File: config.mk
export PLATFORM = sky130hd
export DESIGN_NAME = pad_mux_ctrl
export DESIGN_NICKNAME = d
export VERILOG_FILES = /design/src/rtl/pad_mux_pkg.sv /design/src/rtl/pad_mux_channel.sv /design/src/rtl/pad_mux_ctrl.sv
export SDC_FILE = /design/constraint.sdc
export NUM_CORES = 1
export LEC_CHECK = 0
export CORE_UTILIZATION = 40
export CTS_CLUSTER_DIAMETER = 100
export DETAILED_ROUTE_END_ITERATION = 10
export MAX_ROUTING_LAYER = met4
export PLACE_DENSITY = 0.68
export RECOVER_POWER = 100
export SKIP_CTS_REPAIR_TIMING = 1
export SLEW_MARGIN = 15
export SYNTH_ARGS = -nofsm -noshare
export SYNTH_HDL_FRONTEND = slang
export SYNTH_SLANG_ARGS = --single-unit
File: constraint.sdc
create_clock -name clk_i -period 6.48 [get_ports clk_i]
set_input_delay 0.648 -clock clk_i [delete_from_list [all_inputs] [get_ports clk_i]]
set_output_delay 0.648 -clock clk_i [all_outputs]
set_load 0.05 [all_outputs]
File: src/rtl/pad_mux_pkg.sv
// Shared types for the pad multiplexer: config byte layout, decoded config
// struct and the per-pad switching state.
package pad_mux_pkg;

    localparam int CfgSelLsb  = 0;
    localparam int CfgSelW    = 4;
    localparam int CfgPenBit  = 4;
    localparam int CfgInEnBit = 5;

    typedef struct packed {
        logic [1:0] rsvd;
        logic       in_en;
        logic       pen;
        logic [3:0] func_sel;
    } pad_cfg_t;

    typedef enum logic {
        ST_ACTIVE = 1'b0,
        ST_GAP    = 1'b1
    } pad_state_e;

    // Reserved bits never get stored, so a readback always shows them as 0.
    function automatic pad_cfg_t cfg_from_byte(input logic [7:0] b);
        pad_cfg_t c;
        c.rsvd     = 2'b00;
        c.in_en    = b[CfgInEnBit];
        c.pen      = b[CfgPenBit];
        c.func_sel = b[CfgSelLsb +: CfgSelW];
        return c;
    endfunction

endpackage

File: src/rtl/pad_mux_channel.sv
// One pad: config register, function-switch guard FSM with hi-Z gap counter,
// and the input synchroniser feeding the selected function.
//
// state     | meaning
// ST_ACTIVE | pad driven / sampled by the selected function (if sel is valid)
// ST_GAP    | function switch in progress; pad hi-Z, inputs blocked
module pad_mux_channel
    import pad_mux_pkg::*;
#(
    parameter int         NumFunc    = 4,
    parameter int         SyncStages = 2,
    parameter int         GapCycles  = 2,
    parameter logic [7:0] ResetCfg   = 8'h30
) (
    input  logic               clk_i,
    input  logic               rst_i,
    input  logic               wr_i,
    input  logic [7:0]         wdata_i,
    output logic [7:0]         cfg_o,
    input  logic [NumFunc-1:0] func_oe_i,
    input  logic [NumFunc-1:0] func_out_i,
    output logic [NumFunc-1:0] func_in_o,
    output logic               pad_oen_o,
    output logic               pad_i_o,
    output logic               pad_pen_o,
    input  logic               pad_o_i
);

    localparam int       CntW   = $clog2(GapCycles + 1);
    localparam pad_cfg_t CfgRst = cfg_from_byte(ResetCfg);

    pad_cfg_t                cfg_q;
    pad_state_e              state_q, state_d;
    logic [CntW-1:0]         cnt_q, cnt_d;
    logic [SyncStages-1:0]   sync_q;
    logic                    sel_change;

    assign sel_change = wr_i && (wdata_i[CfgSelLsb +: CfgSelW] != cfg_q.func_sel);

    always_ff @(posedge clk_i or posedge rst_i) begin
        if (rst_i) begin
            cfg_q   <= CfgRst;
            state_q <= ST_ACTIVE;
            cnt_q   <= '0;
            sync_q  <= '0;
        end else begin
            if (wr_i) begin
                cfg_q <= cfg_from_byte(wdata_i);
            end
            state_q <= state_d;
            cnt_q   <= cnt_d;
            sync_q  <= {sync_q[SyncStages-2:0], pad_o_i};
        end
    end

    always_comb begin
        state_d = state_q;
        cnt_d   = cnt_q;
        if (sel_change) begin
            state_d = ST_GAP;
            cnt_d   = CntW'(GapCycles);
        end else if (state_q == ST_GAP) begin
            // Terminal count: the last gap cycle hands the pad back.
            if (cnt_q <= CntW'(1)) begin
                state_d = ST_ACTIVE;
                cnt_d   = '0;
            end else begin
                cnt_d = cnt_q - CntW'(1);
            end
        end
    end

    always_comb begin
        pad_oen_o = 1'b1;
        pad_i_o   = 1'b0;
        func_in_o = '0;
        if (state_q == ST_ACTIVE) begin
            for (int f = 0; f < NumFunc; f++) begin
                if (cfg_q.func_sel == 4'(f)) begin
                    pad_oen_o    = ~func_oe_i[f];
                    pad_i_o      = func_out_i[f];
                    func_in_o[f] = cfg_q.in_en & sync_q[SyncStages-1];
                end
            end
        end
    end

    assign pad_pen_o = cfg_q.pen;
    assign cfg_o     = cfg_q;

endmodule

File: src/rtl/pad_mux_ctrl.sv
// Pad multiplexer top: always-ready config port with one-cycle read response,
// and one pad_mux_channel per pad.
module pad_mux_ctrl
    import pad_mux_pkg::*;
#(
    parameter int         NumPads    = 16,
    parameter int         NumFunc    = 4,
    parameter int         SyncStages = 2,
    parameter int         GapCycles  = 2,
    parameter logic [7:0] ResetCfg   = 8'h30,
    localparam int        AddrW      = (NumPads > 1) ? $clog2(NumPads) : 1
) (
    input  logic                             clk_i,
    input  logic                             rst_i,
    input  logic                             cfg_req_i,
    input  logic                             cfg_we_i,
    input  logic [AddrW-1:0]                 cfg_addr_i,
    input  logic [7:0]                       cfg_wdata_i,
    output logic [7:0]                       cfg_rdata_o,
    output logic                             cfg_gnt_o,
    output logic                             cfg_rvalid_o,
    input  logic [NumFunc-1:0][NumPads-1:0]  func_oe_i,
    input  logic [NumFunc-1:0][NumPads-1:0]  func_out_i,
    output logic [NumFunc-1:0][NumPads-1:0]  func_in_o,
    output logic [NumPads-1:0]               pad_oen_o,
    output logic [NumPads-1:0]               pad_i_o,
    output logic [NumPads-1:0]               pad_pen_o,
    input  logic [NumPads-1:0]               pad_o_i
);

    logic [NumPads-1:0]              wr;
    logic [NumPads-1:0][7:0]         cfg_all;
    logic [NumPads-1:0][NumFunc-1:0] fin_pf;
    logic [7:0]                      rdata_d, rdata_q;
    logic                            rvalid_q;

    assign cfg_gnt_o = cfg_req_i;

    for (genvar p = 0; p < NumPads; p++) begin : g_pad
        logic [NumFunc-1:0] oe_c, out_c;

        for (genvar f = 0; f < NumFunc; f++) begin : g_func
            assign oe_c[f]  = func_oe_i[f][p];
            assign out_c[f] = func_out_i[f][p];
        end

        // Out-of-range addresses match no pad, so such writes are dropped.
        assign wr[p] = cfg_req_i & cfg_we_i & (cfg_addr_i == AddrW'(p));

        pad_mux_channel #(
            .NumFunc    (NumFunc),
            .SyncStages (SyncStages),
            .GapCycles  (GapCycles),
            .ResetCfg   (ResetCfg)
        ) u_chan (
            .clk_i      (clk_i),
            .rst_i      (rst_i),
            .wr_i       (wr[p]),
            .wdata_i    (cfg_wdata_i),
            .cfg_o      (cfg_all[p]),
            .func_oe_i  (oe_c),
            .func_out_i (out_c),
            .func_in_o  (fin_pf[p]),
            .pad_oen_o  (pad_oen_o[p]),
            .pad_i_o    (pad_i_o[p]),
            .pad_pen_o  (pad_pen_o[p]),
            .pad_o_i    (pad_o_i[p])
        );
    end

    always_comb begin
        func_in_o = '0;
        for (int p = 0; p < NumPads; p++) begin
            for (int f = 0; f < NumFunc; f++) begin
                func_in_o[f][p] = fin_pf[p][f];
            end
        end
    end

    always_comb begin
        rdata_d = '0;
        if (cfg_req_i && !cfg_we_i) begin
            for (int p = 0; p < NumPads; p++) begin
                if (cfg_addr_i == AddrW'(p)) begin
                    rdata_d = cfg_all[p];
                end
            end
        end
    end

    always_ff @(posedge clk_i or posedge rst_i) begin
        if (rst_i) begin
            rvalid_q <= 1'b0;
            rdata_q  <= '0;
        end else begin
            rvalid_q <= cfg_req_i;
            rdata_q  <= rdata_d;
        end
    end

    assign cfg_rvalid_o = rvalid_q;
    assign cfg_rdata_o  = rdata_q;

endmodule
==> flow_summary.yaml <==
status:
  status: "finished with violations"
  violations: "max-capacitance violations, max-slew violations"
synthesis:
  synth_commonest_cells: "dfrtp_1 (151), mux2_2 (121), nand2_1 (97), buf_4 (62), o21ai_0 (52)"
  ys_warn_count: 0
  syn_inst: 1035
  synth_area_leaders: "dfrtp_1 (36%), mux2_2 (13%), dfstp_2 (7.9%), buf_4 (4.4%), nand2_1 (3.4%)"
  synth_top_cell_by_area: "dfrtp_1"
  synth-main-ff-cell: "dfrtp_1"
  synth_top_area_share_pct: 35.6
  yosys.cell_count.top_type: "dfrtp_1"
  synth_edf_count: 0
  synth_area_per_cell_um2: 10.3
  ys_types: 63
  seq_area_frac_synth_pct: 43.5
  async_reset_ff_share_pct: 100
  synth_seq_cells: 183
  syn_area_um2: 10600
clocking:
  cts_max_level: 4
  cts-buffers-inserted: 17
  worstSkewPairLatency_ps: 440
  clockRootBuffer: "clkbuf_16"
  clock_sinks: 183
  cts.clk_slew.worst_paths_ps: 70
  cts_max_path_buffers: 2
  cts_tree: "built"
timing:
  holdWs_ps: 349
  report.final.slew_viol_count: 43
  setup-tns-final_ps: 0
  finalHoldViolations: 0
  finalCriticalPeriod_ps: 4220
  min_period_over_period_pct: 65.1
  timing.fmax_mhz: 237
  max_slew_margin_pct: -24.8
  finalSetupViolations: 0
  worst_slack_ps: 2260
  tightestPinTransition_ps: 1870
  rsz0062_at_grt: "false"
  final.setup_skew_ps: 9.37
worst_setup_path:
  r2r-end: "cfg_rdata_o[1]"
  r2r_cells: 5
  required_ps: 6810
  reg2reg_setup_slack_ps: 4690
  critical_path_class: "in -> reg"
  r2r_start: "g_pad[4].u_chan.cfg_o[1]"
  critical_path_arrival_ps: 4550
  worstPathMaxFanout: 42
  cp-start-kind: "primary input"
  crit_path_end_kind: "flip-flop"
routing:
  dr_total_vias: 8409
  wirelength_um: 28100
  drt-initial-drc-count: 582
  drc: 0
  post_drt_wl_per_cell_um: 18.0
  vias_per_cell: 5.38
  dr.pass1.iters: 6
  final_antenna_net_count: 0
floorplan:
  coreArea_um2: 26100
  fp.dieH_um: 165
  start_util_pct: 40.8
  chipWidth_um: 165
  die_area_um2: 27200
  rows: 59
  pin_count: 282
layout:
  syn_to_final_growth_pct: 28.7
  finalNetCount: 1374
  drive_above_1_share_pct: 17.1
  finalInstanceArea_um2: 13700
  stdcell_count: 1563
global_routing:
  grt_start_max_net_pins: 128
  grt-ovfl-total: 0
  grt_pass1_wl_um: 43900
  grt_pass1_vias: 8281
  antenna_found_initial: 1
  grt_usage_pct: 21.6
hold_path:
  hold_start: "g_pad[10].u_chan.sync_q[0]"
  hold_class: "reg -> reg"
  hold_path_depth: 0
  whs_endpoint: "g_pad[10].u_chan.sync_q[1]"
placement:
  dp_hpwl_um: 20500
  gp_congestion: 0.890
  dpl-instance-area_um2: 13100
  port_buffers: 277
  place_ws_ps: 3230
  dp_cells: 1530
power:
  max-vdd-ir-drop_v: 0.000186
  p_per_area_nw_per_um2: 298
  leakagePower_nw: 5.85
flow_run:
  cap_violations: 1
==> state kept, by name, indices dropped and copies added, names as in the netlist <==
signal                  flops
cfg_rdata_o                 6
g_pad.u_chan.cfg_o         80
g_pad.u_chan.sync_q        32
g_pad.u_chan.pad_pen_o     16
g_pad.u_chan.cnt_q         32
cfg_rvalid_o                1
g_pad.u_chan.state_q       16
==> worst max-delay path, cell delays in order <==
cell           delay [ps]
dlygate4sd3_1         530
clkbuf_1             1340
nand2b_1              500
nor3_1               1010
o41ai_1               290
and2_0                220
==> metrics by stage <==
step / total power [mW] / util, %
after floorplan: 2.59 / -
after global routing: 4.26 / 52.5
after CTS: 4.15 / 52.9
after global placement: 2.90 / 50.3
final: 4.07 / 52.5
after detailed placement: 2.93 / 50.3
==> power breakdown <==
| group | switching (mW) | internal (mW) | leakage [nW] | total, mW |
|---|---|---|---|---|
| logic | 0.697 | 0.536 | 3.27 | 1.23 |
| clock network | 0.479 | 0.735 | 0.333 | 1.21 |
| registers | 0.267 | 1.36 | 2.25 | 1.62 |
| total | 1.44 | 2.63 | 5.85 | 4.07 |
==> layer usage <==
layer / track usage (%) / wire length (um) / share of wire, %
met1: 27.7 / 12300 / 44
met2: 35.3 / 13600 / 48
met3: 4.45 / 1980 / 7.1
met4: 4.59 / 233 / 0.83
met5: - / 0 / 0
==> kinds of logic after synthesis <==
family	Yosys count	synth area share, %
compound gates	159	10.1
mux	155	17.3
simple gates	320	15.8
flops	183	43.5
xor+xnor	64	5.27
buf+inv	153	8.08
other cells	1	0.0353
==> how the worst max path moves through the flow <==
stage	startpoint	endpoint	slack (ps)
after floorplan	rst_i	cfg_rdata_o[0]	910
after global placement	cfg_addr_i[0]	cfg_rdata_o[1]	3240
after detailed placement	cfg_addr_i[3]	g_pad[8].u_chan.cnt_q[0]	3230
after CTS	g_pad[7].u_chan.cfg_o[3]	func_in_o[7]	3200
after global routing	cfg_addr_i[0]	g_pad[13].u_chan.cnt_q[0]	1980
final	cfg_addr_i[0]	g_pad[13].u_chan.cnt_q[0]	2260
==> placed cells by master, fill, tap and decap left out, types with 9 or more instances in the layout <==
cell and instances:
nand3_1 31, nand2_1 99, nor4_1 12, and2_0 17
o21ai_0 52, o22ai_1 19, nand2b_1 15, mux4_2 11
nor2_1 55, o22a_1 9, dfrtp_1 151, o211ai_1 10
clkdlybuf4s50_1 133, a21oi_1 17, dlygate4sd3_1 140, dfstp_2 32
o41ai_1 9, nor3b_1 14, inv_1 28, nor3_1 45
clkbuf_16 17, xnor2_1 28, mux2i_1 23, mux2_2 121
xor2_1 36
==> area by class of cell <==
type,count,area [um2]
clock buffer,17,425
clock inverter,15,259
multi-input combinational,700,5040
fill,2341,12400
inverter,29,116
antenna,1,2.50
tap,335,419
sequential,183,4620
timing repair buffer,283,2790
(Power assumes the default switching activity.)
